`src/rtl/vram_dma.sv`:
```
// vram_dma: register-programmed copy/fill engine streaming bytes into the GPU write port
module vram_dma #(
    parameter int ADDR_W = 16,
    parameter int DATA_W = 8,
    parameter int LEN_W  = 8
) (
    input  logic              clk,
    input  logic              rst_B,
    input  logic              cfg_we,
    input  logic [2:0]        cfg_addr,
    input  logic [DATA_W-1:0] cfg_wdata,
    output logic [DATA_W-1:0] cfg_rdata,
    input  logic              vblank,
    output logic [ADDR_W-1:0] src_addr,
    output logic              src_rd,
    input  logic [DATA_W-1:0] src_data,
    output logic [ADDR_W-1:0] dst_addr,
    output logic              dst_we,
    output logic [DATA_W-1:0] dst_data,
    output logic              busy,
    output logic              done_irq_B
);
    typedef enum logic [2:0] {IDLE, WAIT_VB, READ, WRITE, DONE} state_t;
    state_t state, nxt;
    logic [2*DATA_W-1:0] src_r, dst_r;
    logic [LEN_W-1:0] len_r;
    logic [DATA_W-1:0] fill_r;
    logic mode, wait_vb, irq_en, done, irq;
    logic [ADDR_W-1:0] cur_src, cur_dst;
    logic [LEN_W:0] rem;
    logic wr_ctrl, start, abort, clr;
    assign busy     = (state == WAIT_VB) || (state == READ) || (state == WRITE);
    assign wr_ctrl  = cfg_we && (cfg_addr == 3'd5);
    assign start    = wr_ctrl && cfg_wdata[0] && !cfg_wdata[4] && !busy;
    assign abort    = wr_ctrl && cfg_wdata[4] && busy;
    assign clr      = cfg_we && (cfg_addr == 3'd7) && cfg_wdata[1];
    assign src_rd   = state == READ;
    assign dst_we   = state == WRITE;
    assign src_addr = cur_src;
    assign dst_addr = cur_dst;
    assign dst_data = dst_we ? (mode ? fill_r : src_data) : '0;
    assign done_irq_B = ~irq;
    always_comb begin
        nxt = state;
        case (state)
            IDLE, DONE: nxt = !start ? IDLE : cfg_wdata[2] ? WAIT_VB : cfg_wdata[1] ? WRITE : READ;
            WAIT_VB:    nxt = !vblank ? WAIT_VB : mode ? WRITE : READ;
            READ:       nxt = WRITE;
            WRITE:      nxt = (rem == (LEN_W+1)'(1)) ? DONE : (wait_vb && !vblank) ? WAIT_VB : mode ? WRITE : READ;
            default:    nxt = IDLE;
        endcase
        if (abort) nxt = IDLE;
    end
    always_ff @(posedge clk or negedge rst_B)
        if (!rst_B) state <= IDLE;
        else        state <= nxt;
    always_ff @(posedge clk or negedge rst_B) begin
        if (!rst_B) begin
            src_r   <= '0;
            dst_r   <= '0;
            len_r   <= '0;
            fill_r  <= '0;
            mode    <= 1'b0;
            wait_vb <= 1'b0;
            irq_en  <= 1'b0;
            done    <= 1'b0;
            irq     <= 1'b0;
            cur_src <= '0;
            cur_dst <= '0;
            rem     <= '0;
        end else begin
            if (cfg_we && !busy)
                case (cfg_addr)
                    3'd0:    src_r[DATA_W-1:0]        <= cfg_wdata;
                    3'd1:    src_r[2*DATA_W-1:DATA_W] <= cfg_wdata;
                    3'd2:    dst_r[DATA_W-1:0]        <= cfg_wdata;
                    3'd3:    dst_r[2*DATA_W-1:DATA_W] <= cfg_wdata;
                    3'd4:    len_r                    <= cfg_wdata[LEN_W-1:0];
                    3'd5:    {irq_en, wait_vb, mode}  <= cfg_wdata[3:1];
                    3'd6:    fill_r                   <= cfg_wdata;
                    default: ;
                endcase
            if (start) begin
                cur_src <= src_r[ADDR_W-1:0];
                cur_dst <= dst_r[ADDR_W-1:0];
                rem     <= {len_r == '0, len_r};
                done    <= 1'b0;
                irq     <= 1'b0;
            end else if (state == WRITE) begin
                cur_dst <= cur_dst + ADDR_W'(1);
                cur_src <= mode ? cur_src : cur_src + ADDR_W'(1);
                rem     <= rem - (LEN_W+1)'(1);
            end
            if (clr) begin
                done <= 1'b0;
                irq  <= 1'b0;
            end
            if (nxt == DONE) begin
                done <= 1'b1;
                irq  <= irq_en;
            end
        end
    end
    always_comb begin
        cfg_rdata = '0;
        case (cfg_addr)
            3'd0:    cfg_rdata = src_r[DATA_W-1:0];
            3'd1:    cfg_rdata = src_r[2*DATA_W-1:DATA_W];
            3'd2:    cfg_rdata = dst_r[DATA_W-1:0];
            3'd3:    cfg_rdata = dst_r[2*DATA_W-1:DATA_W];
            3'd4:    cfg_rdata = DATA_W'(len_r);
            3'd5:    cfg_rdata = DATA_W'({irq_en, wait_vb, mode, 1'b0});
            3'd6:    cfg_rdata = fill_r;
            default: cfg_rdata = DATA_W'({done, busy});
        endcase
    end
endmodule

```
`config.mk`:
```
export PLATFORM = sky130hd
export DESIGN_NAME = vram_dma
export DESIGN_NICKNAME = d
export VERILOG_FILES = /design/src/rtl/vram_dma.sv
export SDC_FILE = /design/constraint.sdc
export NUM_CORES = 1
export LEC_CHECK = 0
export ABC_AREA = 0
export BUFFER_PORTS_ARGS = -buffer_cell sky130_fd_sc_hd__buf_4
export CAP_MARGIN = 40
export CORE_MARGIN = 5
export CORE_UTILIZATION = 44
export DETAILED_ROUTE_END_ITERATION = 16
export PLACE_DENSITY = 0.76
export RECOVER_POWER = 25
export SLEW_MARGIN = 25
export SYNTH_ARGS = -nofsm -noshare
export SYNTH_HDL_FRONTEND = slang
export SYNTH_SLANG_ARGS = --single-unit
export TNS_END_PERCENT = 10
```
`constraint.sdc`:
```
create_clock -name clk -period 1.8 [get_ports clk]
set_input_delay 0.18 -clock clk [delete_from_list [all_inputs] [get_ports clk]]
set_output_delay 0.18 -clock clk [all_outputs]
set_load 0.05 [all_outputs]
```
Word level (Yosys, flattened, before mapping):

Index checks and enable logic that the tools add are counted.

* $add $sub $neg: 3
* equality and inequality tests: 14
* multiplexer cells: 23
* bitwise operators: 1
* reductions and logical operators: 29

Operator list (count)
* $mux 16: 5
* $pmux 8 s7: 1
* $add 16x1->16 const B: 2
* $eq 3x3->1 const B: 6
* $mux 9: 2
* $mux 8: 2
* $reduce_and 2->1: 8
* $eq 3x2->1 const B: 4
* $pmux 3 s4: 1
* $logic_and 1x1->1: 10
* $eq 9x1->1 const B: 1
* $mux 3: 3
* $sub 9x1->9 const B: 1
* $logic_not 8->1: 1
* $eq 3x1->1 const B: 2
* $logic_not 3->1: 2
* $mux 1: 6
* $mux 2: 3
* $logic_not 1->1: 3
* $reduce_bool 3->1: 1
* $logic_or 1x1->1: 2
* $ne 2x1->1 const B: 1
* $reduce_bool 2->1: 1
* $reduce_or 2->1: 1
* $not 1->1: 1

* register bits after elaboration: 97
* input bits: 23
* output and inout bits: 52
* word-level logic and storage cells: 85

Depth between registers and ports, before layout:

* depth in word-level cells: 10
* depth in mapped cells: 8
* gate-level depth less buffers: 5

Least setup slack after synthesis:

No wires, ideal clock.

* kind: reg-to-output
* from: register state[2]
* to: output port cfg_rdata[0]
* data arrival time: 2.304 ns
* data required time: 1.620 ns
* path slack: -0.684 ns
* stages on the path, launching flop included: 6
* path buffers: 0
* cells stage by stage: dfrtp_1 o21bai_4 inv_2 mux2_2 a22oi_1 o21ai_0

* cells in the longest elaborated chain, start to end: 4
* elaborated cells on any way between the ends: 6
* those cells by class: eq/ne: 3; mux: 1; reduce/logical: 2

RTL lines
* from (decl): line 24 `state_t state, nxt;`
* from (signal assigned): line 56 `else state <= nxt;`
* $eq 3x1->1 / $eq 3x2->1 (equally long branches): line 32 `assign busy = (state == WAIT_VB) || (state == READ) || (state == WRITE);`
* $logic_or 1x1->1: line 32
* $logic_or 1x1->1 *: line 32
* net busy: line 20 `output logic busy,`
* $pmux 8 s7 *: line 106 `case (cfg_addr)`
* to (decl): line 12 `output logic [DATA_W-1:0] cfg_rdata,`

Mark *: on every way through the listed nets, which the timed path passes. The rest lies on a longest branch.

Final worst setup path:

* from: register mode
* to: output port cfg_rdata[1]

* cells in the longest elaborated chain, start to end: 1

RTL lines
* from (decl): line 28 `logic mode, wait_vb, irq_en, done, irq;`
* from (signal assigned): line 79 `3'd5: {irq_en, wait_vb, mode} <= cfg_wdata[3:1];`
* $pmux 8 s7: line 106

Every way passes these cells.

==> key figures <==
Die
  • Die area: 14300 um2
  • Starting Density: 44.5%
  • Die height: 120 um
  • Die width: 120 um
  • Core area: 11900 um2
  • I/O pin count: 75
  • Std cell rows: 40

Timing
  • Endpoints failing setup: 11
  • Slew HR: 24.6%
  • Slew Limit Fails: 0
  • Hold Vio Cnt, Final: 0
  • Setup TNS: -0.477 ns
  • RSZ-0062 raised after global routing: yes
  • Fmax achieved: 520 MHz
  • Min Tclk post-route: 1.92 ns
  • Least-Margin Pin Slew: 1.13 ns
  • Clock skew: 0.00579 ns
  • Fin crit share: 107%
  • Setup ws final: -0.122 ns

CTS
  • TritonCTS clock tree: done
  • # H-tree levels: 3
  • CTS max path bufs: 2
  • Clk sink count: 97
  • CTS Buf Count: 9
  • Root Driver: clkbuf_16
  • Clk_lat worst skew: 0.35 ns
  • Clk slew on worst S/H paths: 0.07 ns

Global routing
  • Largest net degree at the start of global routing: 44
  • Vias in the first global route: 4668
  • Initial antenna violation count: 0
  • Met2 GRT Util: 35.7%
  • Global route total overflow: 0
  • M3 GR Usage: 5.00%
  • Grt met1 use: 31.3%
  • Grt peak-use layer: met2
  • GRT Overall Usage: 23.0%
  • First-pass GRT wire length: 26000 um

Power
  • Cell Pwr Density: 1760 nW/um2
  • Maximum vdd drop: 0.00114 V
  • Power, Total: 12.2 mW
  • Leak pwr: 3.04 nW

Place
  • DP Cell Count: 730
  • Routability cong.: 0.996
  • Hpwl dp: 12000 um
  • Dpl ws: -0.00280 ns
  • Port Buf Inserts: 74

Synthesis
  • Mapped Cells: 492
  • Seq cells post-synth: 97
  • Number of synthesized flops with an enable pin: 0
  • Ys async rst share: 100%
  • Ys flop type: dfrtp_1
  • Yosys warnings: 0
  • Mapped Nets: 519
  • Sequential area share after synthesis: 45.8%
  • Unique masters post-synth: 61
  • Syn avg cell area: 10.8 um2
  • Synthesized area: 5300 um2

Layout
  • Most frequent cells in the layout: buf_4, dfrtp_1, mux2_2
  • Final non-filler cell total: 759
  • NumNets Final: 634
  • Most common cell after layout, fill and taps aside: buf_4
  • Area delta synth->final: 30.8%
  • Share of layout cells above drive strength 1: 40.7%
  • Final Core Density: 58.2%
  • Antenna diode count: 0

Critical path
  • Crit path kind: reg2out
  • CP max stage cell: mux4_2
  • Critical Path Fanout Max: 2
  • Startpoint types: flop
  • Crit path capture type: output pin
  • Worst Path Required: 1.62 ns
  • Crit-path max cell delay: 0.51 ns
  • Crit path DAT: 1.74 ns
  • Critical-path cell list: mux4_2 > mux2_4 > buf_6

Route
  • Via Count: 4822
  • Post-DRT Antenna Nets: 0
  • DRT Pass-1 Iters: 5
  • Initial DRC Count: 419
  • Per-cell routed wire length: 21.8 um
  • Drt via density: 6.35
  • Post-Route WL: 16500 um
  • DRC: 0

Run
  • # Max-Cap Violations: 0

Outcome
  • Status: finished with violations
  • Failing checks: setup timing

Hold path
  • Hold Crit Class: in2reg
-- repair_timing --
action | in CTS | in global routing
endpoints found under the setup margin | 23 | 66
hold buffers | 1 | 0
setup buffers | 6 | 7
endpoints found under the hold margin | 38 | 0
cloned | 0 | 0
resized for setup | 34 | 27
pin swaps | 5 | 12
-- cell type report --
| type | count | area [um2] |
|---|---|---|
| clock buffer | 9 | 225 |
| clock inverter | 7 | 71.3 |
| fill | 948 | 4980 |
| inverter | 14 | 55.1 |
| multi-input combinational | 355 | 2850 |
| sequential | 97 | 2430 |
| tap | 147 | 184 |
| timing repair buffer | 130 | 1110 |
-- sequential cells by signal (all words and copies together) (netlist names) --
register / count
irq_en: 1
src_r: 16
src_addr: 16
mode: 1
done: 1
fill_r: 8
len_r: 8
rem: 9
state: 3
wait_vb: 1
dst_addr: 16
irq: 1
dst_r: 16
-- where the power goes --
part	leakage, nW	total, mW	internal (mW)	switching (mW)
sequential	1.20	4.20	3.12	1.08
combinational	1.71	6.05	2.53	3.52
clock	0.137	1.94	1.07	0.863
total	3.04	12.2	6.72	5.46
-- layer usage --
| layer | share of wire (%) | wire length [um] |
|---|---|---|
| met1 | 41 | 6690 |
| met2 | 47 | 7780 |
| met3 | 9.0 | 1490 |
| met4 | 3.4 | 556 |
| met5 | 0 | 0 |
-- worst paths after layout --
check	from	endpoint	slack, ns	cells past startpoint
max in group asynchronous	rst_B	dst_r[7]	0.15	3
hold / removal	cfg_wdata[7]	dst_r[15]	0.14	2
setup / recovery	mode	cfg_rdata[1]	-0.12	3
min in group asynchronous	rst_B	rem[6]	0.59	2
setup reg to reg	state[0]	dst_r[13]	0.02	6
hold reg to reg	dst_r[4]	dst_addr[4]	0.52	2
-- through the flow --
step                      area [um2]  hold slack (ns)
final                           6930            0.137
after CTS                       6800            0.133
after global placement          6320            0.227
after floorplan                 5330           -0.116
after detailed placement        6320            0.225
after global routing            6930            0.139
-- cell families (layout without fill, tap and decap cells) --
kind of cell / Yosys count / in the layout / share of synthesized area, %
buffers and inverters: 40 / 160 / 3.42
xor gates and xnor gates: 12 / 12 / 1.98
muxes: 79 / 79 / 18.1
DFF: 97 / 97 / 45.8
and+or+nand+nor: 175 / 175 / 18.1
adders and majority gates: 4 / 4 / 0.945
AOI/OAI and AO/OA: 85 / 85 / 11.6
-- cells in the mapped netlist, types with 4 or more instances --
master / instances / share of area (%)
dfrtp_1: 97 / 46
mux2_2: 55 / 12
nand2_1: 39 / 2.8
nor2_1: 29 / 2.1
o21ai_0: 25 / 2.4
nand3_1: 24 / 2.3
nand4_1: 17 / 2.0
mux2i_1: 16 / 3.0
inv_1: 12 / 0.85
nor4_1: 12 / 1.4
clkbuf_1: 10 / 0.71
nor3_1: 10 / 0.94
a221o_1: 9 / 1.7
o211ai_1: 9 / 1.3
xor2_1: 9 / 1.5
a21oi_1: 8 / 0.76
mux4_2: 8 / 3.4
and3_1: 7 / 0.83
buf_2: 7 / 0.66
buf_4: 6 / 0.85
and2_1: 5 / 0.59
a21o_1: 4 / 0.57
a22oi_1: 4 / 0.57
a31oi_1: 4 / 0.47
ha_1: 4 / 0.94
-- critical path: cells and delay by family (launching register included) --
kind | cells | cell delay, ns
flip-flops | 1 | 0.42
multiplexers | 2 | 0.82
buffers and inverters | 1 | 0.16
(Power assumes the default switching activity.)
